## src/rtl/seg7_scan_pkg.sv

```systemverilog
// seg7_scan_pkg
// Shared definitions for the four-digit multiplexed seven-segment driver:
//   - active-high glyph constants, bit order {g,f,e,d,c,b,a}
//   - digit count
//   - shadow frame type
//   - gap counter width helper
//   - digit blanking/suppression rule
package seg7_scan_pkg;

  localparam int DIGITS = 4;

  localparam logic [6:0] GLYPH_0 = 7'b0111111;
  localparam logic [6:0] GLYPH_1 = 7'b0000110;
  localparam logic [6:0] GLYPH_2 = 7'b1011011;
  localparam logic [6:0] GLYPH_3 = 7'b1001111;
  localparam logic [6:0] GLYPH_4 = 7'b1100110;
  localparam logic [6:0] GLYPH_5 = 7'b1101101;
  localparam logic [6:0] GLYPH_6 = 7'b1111101;
  localparam logic [6:0] GLYPH_7 = 7'b0000111;
  localparam logic [6:0] GLYPH_8 = 7'b1111111;
  localparam logic [6:0] GLYPH_9 = 7'b1101111;
  localparam logic [6:0] GLYPH_A = 7'b1110111;
  localparam logic [6:0] GLYPH_B = 7'b1111100;
  localparam logic [6:0] GLYPH_C = 7'b0111001;
  localparam logic [6:0] GLYPH_D = 7'b1011110;
  localparam logic [6:0] GLYPH_E = 7'b1111001;
  localparam logic [6:0] GLYPH_F = 7'b1110001;

  typedef logic [1:0] digit_idx_t;

  // One coherent frame of display data, captured at the start of each scan.
  typedef struct packed {
    logic [15:0] value;
    logic [3:0]  dp;
    logic [3:0]  blank;
    logic        lzs;
  } frame_t;

  // Width of the anti-ghosting gap counter; never narrower than one bit.
  function automatic int gap_width(input int cycles);
    return (cycles < 2) ? 1 : $clog2(cycles + 1);
  endfunction

  // A digit is dark when masked, or when leading-zero suppression is on and
  // this nibble and every nibble above it are zero. Digit 0 always shows.
  function automatic logic digit_dark(input frame_t f, input digit_idx_t i);
    logic upper_zero;
    upper_zero = 1'b1;
    for (int k = 0; k < DIGITS; k++) begin
      if (k >= int'(i) && f.value[4*k +: 4] != 4'h0) begin
        upper_zero = 1'b0;
      end
    end
    return f.blank[i] || (f.lzs && (i != 2'd0) && upper_zero);
  endfunction

endpackage

```

## src/rtl/seg7_scan_if.sv

```systemverilog
// seg7_scan_if
// Display bus between a data source and the scan driver.
//   en         display enable
//   value      four hex nibbles, digit 0 rightmost
//   dp_in      decimal point request per digit
//   blank_mask force digit dark
//   lzs        leading-zero suppression enable
//   an/seg/dp  board-side anode, segment and decimal point drives
// master: data source side; slave: the seg7_scan driver.
interface seg7_scan_if;
  logic        en;
  logic [15:0] value;
  logic [3:0]  dp_in;
  logic [3:0]  blank_mask;
  logic        lzs;
  logic [3:0]  an;
  logic [6:0]  seg;
  logic        dp;

  modport master (
    output en, value, dp_in, blank_mask, lzs,
    input  an, seg, dp
  );

  modport slave (
    input  en, value, dp_in, blank_mask, lzs,
    output an, seg, dp
  );
endinterface

```

## src/rtl/seg7_scan_hex_to_seg.sv

```systemverilog
// hex_to_seg
// Combinational hex nibble to active-high seven-segment glyph.
//   nibble  4-bit hex digit
//   glyph   segments {g,f,e,d,c,b,a}, 1 = lit
module hex_to_seg
  import seg7_scan_pkg::*;
(
  input  logic [3:0] nibble,
  output logic [6:0] glyph
);

  always_comb begin
    glyph = GLYPH_0;
    unique case (nibble)
      4'h0: glyph = GLYPH_0;
      4'h1: glyph = GLYPH_1;
      4'h2: glyph = GLYPH_2;
      4'h3: glyph = GLYPH_3;
      4'h4: glyph = GLYPH_4;
      4'h5: glyph = GLYPH_5;
      4'h6: glyph = GLYPH_6;
      4'h7: glyph = GLYPH_7;
      4'h8: glyph = GLYPH_8;
      4'h9: glyph = GLYPH_9;
      4'hA: glyph = GLYPH_A;
      4'hB: glyph = GLYPH_B;
      4'hC: glyph = GLYPH_C;
      4'hD: glyph = GLYPH_D;
      4'hE: glyph = GLYPH_E;
      4'hF: glyph = GLYPH_F;
    endcase
  end

endmodule

```

## src/rtl/seg7_scan.sv

```systemverilog
// seg7_scan
// Four-digit multiplexed seven-segment driver stepped by a slow divided
// clock that is sampled as data.
//   clk       system clock
//   rst       synchronous active-low reset
//   scan_clk  divided scan clock, asynchronous to clk
//   bus       seg7_scan_if.slave: en/value/dp_in/blank_mask/lzs in,
//             an/seg/dp out (all registered)
// Parameters: GAP_CYCLES all-off cycles after each digit change,
//             ACTIVE_LOW output polarity.
module seg7_scan
  import seg7_scan_pkg::*;
#(
  parameter int GAP_CYCLES = 4,
  parameter bit ACTIVE_LOW = 1'b1
) (
  input  logic       clk,
  input  logic       rst,
  input  logic       scan_clk,
  seg7_scan_if.slave bus
);

  localparam int GW = gap_width(GAP_CYCLES);
  localparam logic [GW-1:0] GAP_LOAD = GW'(GAP_CYCLES);
  localparam logic [3:0] AN_OFF  = ACTIVE_LOW ? 4'hF : 4'h0;
  localparam logic [6:0] SEG_OFF = ACTIVE_LOW ? 7'h7F : 7'h00;
  localparam logic       DP_OFF  = ACTIVE_LOW;

  logic          s1, s2, s3;
  logic          armed;
  logic          tick;

  digit_idx_t    idx, idx_next;
  logic [GW-1:0] gap, gap_next;
  frame_t        frame, frame_next, live;
  logic          running, running_next;

  logic [3:0]    nibble;
  logic [6:0]    glyph;
  logic          lit;
  logic [3:0]    an_on;
  logic [6:0]    seg_on;
  logic          dp_on;

  // Synchroniser plus edge flop. On the first cycle after reset release the
  // whole chain is preloaded with the current scan_clk level, so a level that
  // was already high through reset is not mistaken for a fresh rising edge.
  always_ff @(posedge clk) begin
    if (!rst) begin
      s1    <= 1'b0;
      s2    <= 1'b0;
      s3    <= 1'b0;
      armed <= 1'b0;
    end else if (!armed) begin
      s1    <= scan_clk;
      s2    <= scan_clk;
      s3    <= scan_clk;
      armed <= 1'b1;
    end else begin
      s1 <= scan_clk;
      s2 <= s1;
      s3 <= s2;
    end
  end

  assign tick = s2 & ~s3;

  assign live = {bus.value, bus.dp_in, bus.blank_mask, bus.lzs};

  // Scan sequencing. While disabled the shadow frame tracks the inputs and
  // the index parks at 3, so the first tick after enabling starts a fresh
  // frame on digit 0. 'running' keeps the display dark until that first tick.
  always_comb begin
    idx_next     = idx;
    gap_next     = gap;
    frame_next   = frame;
    running_next = running;
    if (!bus.en) begin
      idx_next     = 2'd3;
      gap_next     = '0;
      frame_next   = live;
      running_next = 1'b0;
    end else if (tick) begin
      idx_next     = idx + 2'd1;
      gap_next     = GAP_LOAD;
      running_next = 1'b1;
      if (idx == 2'd3) begin
        frame_next = live;
      end
    end else if (gap != '0) begin
      gap_next = gap - GW'(1);
    end
  end

  // Outputs are decoded from next-state values so that the registered
  // drives line up with the state they describe on the same edge.
  assign nibble = frame_next.value[{idx_next, 2'b00} +: 4];

  hex_to_seg u_hex_to_seg (
    .nibble (nibble),
    .glyph  (glyph)
  );

  always_comb begin
    lit    = running_next && (gap_next == '0) && !digit_dark(frame_next, idx_next);
    an_on  = 4'h0;
    seg_on = 7'h00;
    dp_on  = 1'b0;
    if (lit) begin
      an_on  = 4'b0001 << idx_next;
      seg_on = glyph;
      dp_on  = frame_next.dp[idx_next];
    end
  end

  always_ff @(posedge clk) begin
    if (!rst) begin
      idx     <= 2'd3;
      gap     <= '0;
      frame   <= '0;
      running <= 1'b0;
      bus.an  <= AN_OFF;
      bus.seg <= SEG_OFF;
      bus.dp  <= DP_OFF;
    end else begin
      idx     <= idx_next;
      gap     <= gap_next;
      frame   <= frame_next;
      running <= running_next;
      bus.an  <= ACTIVE_LOW ? ~an_on  : an_on;
      bus.seg <= ACTIVE_LOW ? ~seg_on : seg_on;
      bus.dp  <= ACTIVE_LOW ? ~dp_on  : dp_on;
    end
  end

endmodule
```

## src/flat_wrapper.sv

```systemverilog
// flat-port wrapper written by rule: the top's interface ports become plain ports
module seg7_scan_flat import seg7_scan_pkg::*;
#(
  parameter int GAP_CYCLES = 4,
  parameter bit ACTIVE_LOW = 1'b1
)
  (clk, rst, scan_clk, bus_en, bus_value, bus_dp_in, bus_blank_mask, bus_lzs, bus_an, bus_seg, bus_dp);
  seg7_scan_if bus_i ();
  input  logic clk;
  input  logic rst;
  input  logic scan_clk;
  input wire logic [$bits(bus_i.en)-1:0] bus_en;
  input wire logic [$bits(bus_i.value)-1:0] bus_value;
  input wire logic [$bits(bus_i.dp_in)-1:0] bus_dp_in;
  input wire logic [$bits(bus_i.blank_mask)-1:0] bus_blank_mask;
  input wire logic [$bits(bus_i.lzs)-1:0] bus_lzs;
  output wire logic [$bits(bus_i.an)-1:0] bus_an;
  output wire logic [$bits(bus_i.seg)-1:0] bus_seg;
  output wire logic [$bits(bus_i.dp)-1:0] bus_dp;
  assign bus_i.en = bus_en;
  assign bus_i.value = bus_value;
  assign bus_i.dp_in = bus_dp_in;
  assign bus_i.blank_mask = bus_blank_mask;
  assign bus_i.lzs = bus_lzs;
  assign bus_an = bus_i.an;
  assign bus_seg = bus_i.seg;
  assign bus_dp = bus_i.dp;
  seg7_scan #(.GAP_CYCLES(GAP_CYCLES), .ACTIVE_LOW(ACTIVE_LOW)) u_core (.clk(clk), .rst(rst), .scan_clk(scan_clk), .bus(bus_i));
endmodule
```

## config.mk

```make
export PLATFORM = sky130hd
export DESIGN_NAME = seg7_scan_flat
export DESIGN_NICKNAME = d
export VERILOG_FILES = /design/src/rtl/seg7_scan_pkg.sv /design/src/rtl/seg7_scan_if.sv /design/src/rtl/seg7_scan_hex_to_seg.sv /design/src/rtl/seg7_scan.sv /design/src/flat_wrapper.sv
export SDC_FILE = /design/constraint.sdc
export NUM_CORES = 1
export LEC_CHECK = 0
export CAP_MARGIN = 5
export CORE_ASPECT_RATIO = 1.75
export CORE_MARGIN = 2
export CORE_UTILIZATION = 53
export DETAILED_ROUTE_END_ITERATION = 10
export PLACE_DENSITY = 0.79
export SETUP_SLACK_MARGIN = 0.3
export SYNTH_ARGS = -nofsm -noshare
export SYNTH_HDL_FRONTEND = slang
export SYNTH_SLANG_ARGS = --single-unit
```

## constraint.sdc

```tcl
create_clock -name clk -period 3.13 [get_ports clk]
set_clock_uncertainty 0.15 [all_clocks]
set_input_delay 0.939 -clock clk [delete_from_list [all_inputs] [get_ports clk]]
set_output_delay 0.939 -clock clk [all_outputs]
set_load 0.01 [all_outputs]
```

## Word level (Yosys, flattened, before mapping)

Memories as Yosys holds them, arrays and structs flattened.
Cells that the tools add are included.

| word-level totals | value |
|---|---|
| register bits | 47 |
| bits in read-only memories | 112 |
| input port bits | 29 |
| word-level logic and storage cells | 69 |
| memories kept | 1 |

Memory list:

| memory | depth | bits a word | rd ports | clocked after memory_dff | write ports | line | RTL |
|---|---|---|---|---|---|---|---|
| (no name shown) | 16 | 7 | 1 | 0 | 0 | seg7_scan_hex_to_seg.sv:14 | `unique case (nibble)` |

| operators by class | value |
|---|---|
| add/sub/neg operators | 2 |
| magnitude comparators | 4 |
| eq/ne operators | 1 |
| shifts and indexed selects | 2 |
| mux-type cells | 24 |
| bitwise logic cells | 5 |
| reductions and logical operators | 16 |

Operator list:

| operator | number |
|---|---|
| two-way mux 25 bit | 3 |
| nonzero test 4 bit | 4 |
| indexed part select 16 x 5 -> 4 bit | 1 |
| two-way mux 1 bit | 12 |
| two-way mux 3 bit | 3 |
| logical AND 1 bit | 7 |
| two-way mux 7 bit | 1 |
| inverter 7 bit | 1 |
| binary-select mux 1 bit (select 2 bit) | 2 |
| greater-or-equal comparator 1 x 2 -> 1 bit (first input constant) | 2 |
| two-way mux 2 bit | 2 |
| two-way mux 4 bit | 1 |
| inverter 4 bit | 1 |
| << shifter 1 x 2 -> 4 bit (first input constant) | 1 |
| zero test 3 bit | 1 |
| < comparator 2 x 3 -> 1 bit (second input constant) | 1 |
| nonzero test 3 bit | 1 |
| subtractor 3 x 1 -> 3 bit (second input constant) | 1 |
| adder 2 x 1 -> 2 bit (second input constant) | 1 |
| == test 2 bit (second input constant) | 1 |
| greater-or-equal comparator 2 bit (first input constant) | 1 |
| inverter 1 bit | 2 |
| nonzero test 2 bit | 1 |
| AND 1 bit | 1 |
| other kinds (2) | 2 |

## Depth between registers and ports, before layout

| depth | value |
|---|---|
| depth in word-level cells | 16 |
| mapped depth | 12 |
| depth with buffers taken out | 11 |

## Hierarchy

Synthesis repeated with hierarchy kept, for this count alone.

| second synthesis, totals | value |
|---|---|
| cell total of the unflattened synthesis | 248 |
| area total of the unflattened synthesis | 2377.3 µm² |

Modules (own cells, without submodules):

| module | instances | cells an instance | area an instance (µm²) | sequential area each (µm²) |
|---|---|---|---|---|
| seg7_scan | 1 | 215 | 2089.5 | 940.9 |
| hex_to_seg | 1 | 33 | 287.8 | 0.0 |

## Least setup slack after synthesis

OpenSTA, ideal clock, no wires.

| timing | value |
|---|---|
| path type | in2reg |
| start | in bus_en |
| end | reg u_core.bus.seg[3] |
| library setup time | 0.120 ns |
| arrival | 2.687 ns |
| required time | 2.860 ns |
| setup slack | 0.173 ns |
| stages | 12 |
| path buffers | 2 |
| cell sequence | buf_2 > buf_2 > nand2_1 > o211ai_1 > a32oi_1 > o211ai_1 > inv_1 > ha_1 > inv_1 > mux2i_1 > mux2i_1 > or2_1 |

| on the way | value |
|---|---|
| cells in the longest elaborated chain, start to end | 13 |

Ends and longest elaborated chain:

| element | line | RTL |
|---|---|---|
| start: declaration | flat_wrapper.sv:12 | `input wire logic [$bits(bus_i.en)-1:0] bus_en;` |
| parallel branches: the longest is 11 deep, another holds memory (16 x 7 bit) | -- |  |
| two-way mux 7 bit * | seg7_scan.sv:109 | `if (lit) begin` |
| inverter 7 bit * | seg7_scan.sv:131 | `bus.seg <= ACTIVE_LOW ? ~seg_on : seg_on;` |
| end signal: assignment | seg7_scan.sv:131 |  |
| end: declaration | seg7_scan_if.sv:27 | `output an, seg, dp` |

Every way passes the cells marked *. The select of a mux whose other input is x is not followed.
A chain may end at the register's enable or synchronous reset.

## Worst setup path after layout

| timing | value |
|---|---|
| start | in bus_value[4] |
| end | reg u_core.bus.seg[2] |

| on the way | value |
|---|---|
| cells in the longest elaborated chain, start to end | 14 |

Ends and longest elaborated chain:

| element | line | RTL |
|---|---|---|
| start: declaration | flat_wrapper.sv:13 | `input wire logic [$bits(bus_i.value)-1:0] bus_value;` |
| two-way mux 25 bit | seg7_scan.sv:87 | `if (idx == 2'd3) begin` |
| two-way mux 25 bit | seg7_scan.sv:83 | `end else if (tick) begin` |
| two-way mux 25 bit * | seg7_scan.sv:78 | `if (!bus.en) begin` |
| parallel branches: the longest is 9 deep, another holds memory (16 x 7 bit) | -- |  |
| two-way mux 7 bit * | seg7_scan.sv:109 |  |
| inverter 7 bit * | seg7_scan.sv:131 |  |

Every way passes the cells marked *.

==> flow_summary.json <==
{
  "total_power_mw": 1.40,
  "drv_slew": 0,
  "overflow": 0,
  "finalCritPeriodShare": 0.907,
  "final.setup.tns_ns": 0,
  "avgSynthCellArea_um2": 9.33,
  "path_clk_slew_ns": 0.09,
  "synth_top_area_share": 0.370,
  "grt_first_pass_wirelength_um": 10800,
  "rsz0062_at_grt": "yes",
  "powerDensity_nw_per_um2": 405,
  "io_buffers": 40,
  "drive_above_1_share": 0.249,
  "final_common_cell": "buf_4",
  "synth_area_leaders": "dfxtp_1 37%, mux2i_1 7.1%, ha_1 4.9%, nor2_1 4.4%, nand2b_1 3.7%",
  "rows": 33,
  "maxCapViolCount": 0,
  "die_h_um": 95.7,
  "crit_fanout": 5,
  "fin_crit_ns": 2.84,
  "viasPerCell": 5.71,
  "synth_seq_cells": 47,
  "post-place-cells": 395,
  "arrival_ns": 2.88,
  "ioPinCount": 41,
  "worst_slack_ns": 0.293,
  "die_w_um": 56.4,
  "worstSetupStartpointType": "input port",
  "yosysWarnings": 0,
  "tightest_slew_ns": 0.471,
  "antenna_found_initial": 0,
  "antenna_cells": 0,
  "yosysTopAreaCell": "dfxtp_1",
  "netlist_area_um2": 2550,
  "layout_common_cells": "48 x buf_4, 47 x dfxtp_1, 35 x clkdlybuf4s50_1",
  "dr.pass1.iters": 4,
  "critical-path-max-stage-delay_ns": 0.50,
  "timing.slew.headroom": 0.677,
  "crit_slowest_cell": "clkdlybuf4s50_1",
  "initial_core_util": 0.546,
  "dr_total_vias": 2320,
  "status": "finished, final reports clean",
  "ys_seq_area_frac": 0.370,
  "synthArstFlopShare": 0,
  "detail-route-antenna-nets": 0,
  "initialDrtViolationCount": 110,
  "fin_cells": 406,
  "min_path_type": "flop to flop",
  "timing.critical_path.mode_cell": "o211ai_1",
  "clkSinkCount": 47,
  "grt_max_degree": 23,
  "clk_latency_ns": 0.31,
  "dieArea_um2": 5400,
  "nNetsFinal": 392,
  "crit_path_end_kind": "flop",
  "tritoncts": "done",
  "postPlaceCellArea_um2": 3270,
  "design_area_um2": 3460,
  "synthFlopType": "dfxtp_1",
  "clock.fmax_mhz": 352,
  "routed_wl_um": 6540,
  "h-tree-depth": 2,
  "hold_violations": 0,
  "grt_pass1_vias": 2340,
  "drc": 0,
  "grt.total_usage": 0.256,
  "dp_hpwl_um": 4820,
  "required_ns": 3.17,
  "numCtsBuffers": 5,
  "pre_cts_slack_ns": -0.235,
  "cp_top_family": "buffers and inverters",
  "cp_num_buf_inv": 2,
  "cts_root_buf": "clkbuf_8",
  "syn_inst": 273,
  "synth_edf_count": 0,
  "crit_type": "input port to flop",
  "cts_buffer_depth": 2,
  "p_leak_nw": 1.48,
  "area_growth_pct": 35.8,
  "crit_chain": "clkdlybuf4s50_1 > nand4b_1 > o211ai_1 > nand3_1 > o211ai_1 > buf_4 > ha_2 > nor3_1 > a311o_1",
  "globalplace.congestion": 0.860,
  "synth.distinct_cells": 54,
  "setup_violations": 0,
  "max-vdd-ir-drop_mv": 0.403,
  "wire_per_inst_um": 16.1,
  "synth_fp_nets": 312,
  "coreArea_um2": 4670
}
## worst paths after layout
kind | depth (start not counted) | startpoint | end | slack [ns]
worst max register to register | 9 | u_core.idx[0]$_SDFF_PN1_ | u_core.bus.seg[2]$_SDFF_PN1_ | 0.35
worst max-delay path | 9 | bus_value[4] | u_core.bus.seg[2]$_SDFF_PN1_ | 0.29
worst min-delay path | 2 | u_core.s1$_SDFF_PN0_ | u_core.s2$_SDFF_PN0_ | 0.30
worst min register to register | 2 | u_core.s1$_SDFF_PN0_ | u_core.s2$_SDFF_PN0_ | 0.30
## layout make-up
| cell class | instances | area (um2) |
|---|---|---|
| Tap cell | 52 | 65.1 |
| Sequential cell | 47 | 941 |
| Multi-Input combinational cell | 198 | 1500 |
| Timing Repair Buffer | 90 | 818 |
| Clock inverter | 2 | 13.8 |
| Fill cell | 354 | 1210 |
| Inverter | 11 | 41.3 |
| Clock buffer | 6 | 82.6 |
## synthesized netlist by cell type (all sizes together), types with 2 or more instances
cell type  instances
nand4b            10
a211oi             3
inv               11
and3               3
xnor2              2
o221ai             3
or2                4
a21oi              6
clkbuf             6
and2               7
o31ai              3
buf               11
a41oi              2
dfxtp             47
o211ai            12
nor2              31
o21ai              4
nand3              8
o211a              3
mux2i             18
nand2             25
a311o              3
nand3b             2
nand2b            15
a32oi              4
a221o              3
nand4              3
ha                10
mux2               2
## per-layer routing
layer,GRT usage,up-vias,part of all wire
li1,-,1131,-
met1,0.279,1098,0.38
met2,0.474,74,0.55
met3,0.0417,17,0.047
met4,0.129,0,0.030
met5,0,-,0
## stage by stage
| step | hold WS, ns | util |
|---|---|---|
| 2_1_floorplan | 0.279 | - |
| 3_3_place_gp | 0.293 | 0.701 |
| 3_5_place_dp | 0.293 | 0.701 |
| 4_1_cts | 0.307 | 0.729 |
| 5_1_grt | 0.326 | 0.741 |
| 6_report | 0.305 | 0.741 |
## what timing repair did
| action | CTS | global route |
|---|---|---|
| gates resized for setup | 3 | 16 |
| pin swaps | 2 | 13 |
| setup buffers | 0 | 2 |
| setup endpoints to repair | 12 | 6 |
| cloned | 1 | 0 |
| hold buffers | 0 | 0 |
## power by group
part | switching (mW) | internal (mW)
registers | 0.0122 | 0.625
clock network | 0.212 | 0.181
logic | 0.179 | 0.192
total | 0.403 | 0.998
## worst min-delay path: cells and delay by family (launching register included)
kind            cells  cell delay (ns)
compound gates      1             0.05
simple gates        1             0.05
flops               1             0.31
## logic make-up after synthesis
family	Yosys count	share of synthesized area
muxes	20	0.0796
adders and majority gates	10	0.0491
DFF	47	0.370
xor gates and xnor gates	2	0.00688
and+or+nand+nor	117	0.258
AOI/OAI and AO/OA	49	0.179
buffers and inverters	28	0.0575
## registers in the layout, indices dropped and copies added, names as in the netlist
register,cells
u_core.s3,1
u_core.idx,2
u_core.running,1
u_core.s1,1
u_core.bus.seg,7
u_core.frame,25
u_core.s2,1
u_core.bus.dp,1
u_core.gap,3
u_core.bus.an,4
u_core.armed,1
(Power assumes the default switching activity.)
==> RTL change: new RTL, same settings <==
`GAP_CYCLES` is set to 4 in 2 places; all go to 3.
--- a/src/rtl/seg7_scan.sv
+++ b/src/rtl/seg7_scan.sv
@@ -11,7 +11,7 @@
 module seg7_scan
   import seg7_scan_pkg::*;
 #(
-  parameter int GAP_CYCLES = 4,
+  parameter int GAP_CYCLES = 3,
   parameter bit ACTIVE_LOW = 1'b1
 ) (
   input  logic       clk,
--- a/src/flat_wrapper.sv
+++ b/src/flat_wrapper.sv
@@ -1,7 +1,7 @@
 // flat-port wrapper written by rule: the top's interface ports become plain ports
 module seg7_scan_flat import seg7_scan_pkg::*;
 #(
-  parameter int GAP_CYCLES = 4,
+  parameter int GAP_CYCLES = 3,
   parameter bit ACTIVE_LOW = 1'b1
 )
   (clk, rst, scan_clk, bus_en, bus_value, bus_dp_in, bus_blank_mask, bus_lzs, bus_an, bus_seg, bus_dp);
Check against the original RTL: not equivalent (a bounded check fails within 10 cycles, from zero or initial values and one cycle with rst low).
==> RTL change against the unedited design <==
Highest routed layer unchanged; total power up 2.8%; sequential share of layout area down 0.34 points; area after synthesis down 5.9%; synthesized cell count down 3.3%; setup slack better by 0.039 ns; global-route usage up 4.2 points; via count down 2.9%; die area down 5.6%; largest cell class unchanged; final area down 0.22%; wire length up 6.5%; sequential cell count down 1.
==> RTL change: results (changes against the unedited design) <==
[power]
leakage_uw=0.001435  ; -3.2%
p_sw_frac=0.2730  ; -0.01464
vdd_drop_max_v=0.0004657  ; +15%
power.share.clock=0.304  ; +0.024
p_comb_frac=0.258  ; -0.007

[global_routing]
grt_pass1_vias=2338  ; -0.085%
met3_usage=0.04032  ; -0.001344
grt_use_total=0.2986  ; +0.04242
grt_start_max_net_pins=32  ; +39%
gr-usage-met1=0.3004  ; +0.02142
grt_pass1_wl_um=10940  ; +0.95%
grt_use_met2=0.5585  ; +0.08500
antenna_found_initial=0  ; unchanged

[route]
met2WireLength_um=4043  ; +13%
wire_per_inst_um=17.42  ; +8.1%
firstDrtPassIters=4  ; unchanged
ant_nets=0  ; unchanged
drt-met1-wl_um=2560  ; +4.0%
viasPerCell=5.633  ; -1.4%
detail_route.iter0.violations=51  ; -54%
route.met3.wl_um=155  ; -50%
top_layer=met4

[logic_synthesis]
synth.distinct_cells=50  ; -7.4%
ys_top_cells_by_area=dfxtp_1, mux2i_1, nand2_1
syn_inst=264  ; -3.3%
async_flop_share=0  ; unchanged
synth_xor_area_frac=0.007311  ; +0.0004311
synthTopCellsByCount=dfxtp_1, nand2_1, nor2b_1, mux2i_1, nor2_1
synth.area.mux_share=0.07258  ; -0.007022
seq_area_frac_synth=0.3843  ; +0.01480
synth_compound_area_frac=0.1760  ; -0.002891
yosys_warnings=0  ; unchanged
syn_nets=300  ; -3.8%
synth_fa_ha_area_frac=0.03655  ; -0.01259

[cells_and_area]
fin_cells=400  ; -1.5%
final_nets=384  ; -2.0%
final.fill_count=303  ; -14%
drive_gt1_frac=0.2636  ; +0.01502
largestRegisters=u_core.frame (25), u_core.bus.seg (7), u_core.bus.an (4)

[worst_setup_path]
critPathMaxFanout=7  ; +2
arrival_ns=2.82  ; -0.06 ns
crit_family=compound AO/OA/AOI/OAI gates
cp_slowest_cell=a211o_1
max_stage_delay_ns=0.35  ; -0.15 ns

[placement]
placed_area_sq_um=3122  ; -4.6%
portBuffers=40  ; unchanged
gp_congestion=0.9456  ; +10%
detailed_place_hpwl_um=5166  ; +7.2%

[clock_tree]
clk_latency_ns=0.30
clock_path_buffers=2  ; unchanged
clock-root-buffer=clkbuf_8
clk_pin_slew_ns=0.09  ; about the same
cts_made_buffers=5  ; unchanged

[min_path]
min_path_type=reg -> reg

[sta]
tightestPinTransition_ns=0.3979  ; -0.07303 ns

[outcome]
status=finished clean

==> RTL change: changes by cell type after synthesis, moves of 4 or more <==
cell	before	now
nor2b_1	0	16
nor2_1	30	11
nand4b_1	10	5
nand2b_1	15	10
or2_1	4	0
nand2_1	23	34
mux2i_1	18	14
a21boi_0	0	9
nand3_1	8	3
==> RTL change: stage by stage <==
| step | setup slack, ns | total power (uW) | hold slack, ns | TNS (ns) |
|---|---|---|---|---|
| finish | 0.3318 | 1439 | 0.3060 | 0 |
| global route | 0.2813 | 1491 | 0.3370 | 0 |
| CTS | 0.3114 | 1431 | 0.3137 | 0 |
| detailed placement | -0.3513 | 960.6 | 0.2995 | -2.900 |
| global placement | -0.2637 | 954.8 | 0.2905 | -2.407 |
| floorplan | 0.2748 | 820.2 | 0.2815 | 0 |
==> RTL change: what timing repair did <==
item,CTS,global route
pin swaps,6,3
buffers inserted,8,1
setup endpoints to repair,12,5
resized for setup,25,9
gates cloned,1,0
==> RTL change: path summary, 6_finish.rpt <==
check | from | to | slack, ns | depth (start not counted)
setup reg to reg | u_core.idx[1]$_SDFF_PN1_ | u_core.bus.seg[5]$_SDFF_PN1_ | 0.39 | 12
hold reg to reg | u_core.s1$_SDFF_PN0_ | u_core.s2$_SDFF_PN0_ | 0.31 | 2
hold / removal | u_core.s1$_SDFF_PN0_ | u_core.s2$_SDFF_PN0_ | 0.31 | 2
setup / recovery | bus_en | u_core.bus.seg[5]$_SDFF_PN1_ | 0.33 | 11
==> RTL change: layout make-up <==
class                           count  area, sq um  share of cell area
Timing Repair Buffer               94        852.1              0.2469
Inverter                            7        26.28            0.007614
Clock buffer                        5        68.82             0.01994
Multi-Input combinational cell    194         1473              0.4268
Clock inverter                      3        40.04             0.01160
Sequential cell                    46        927.1              0.2687
Tap cell                           51        63.81             0.01849
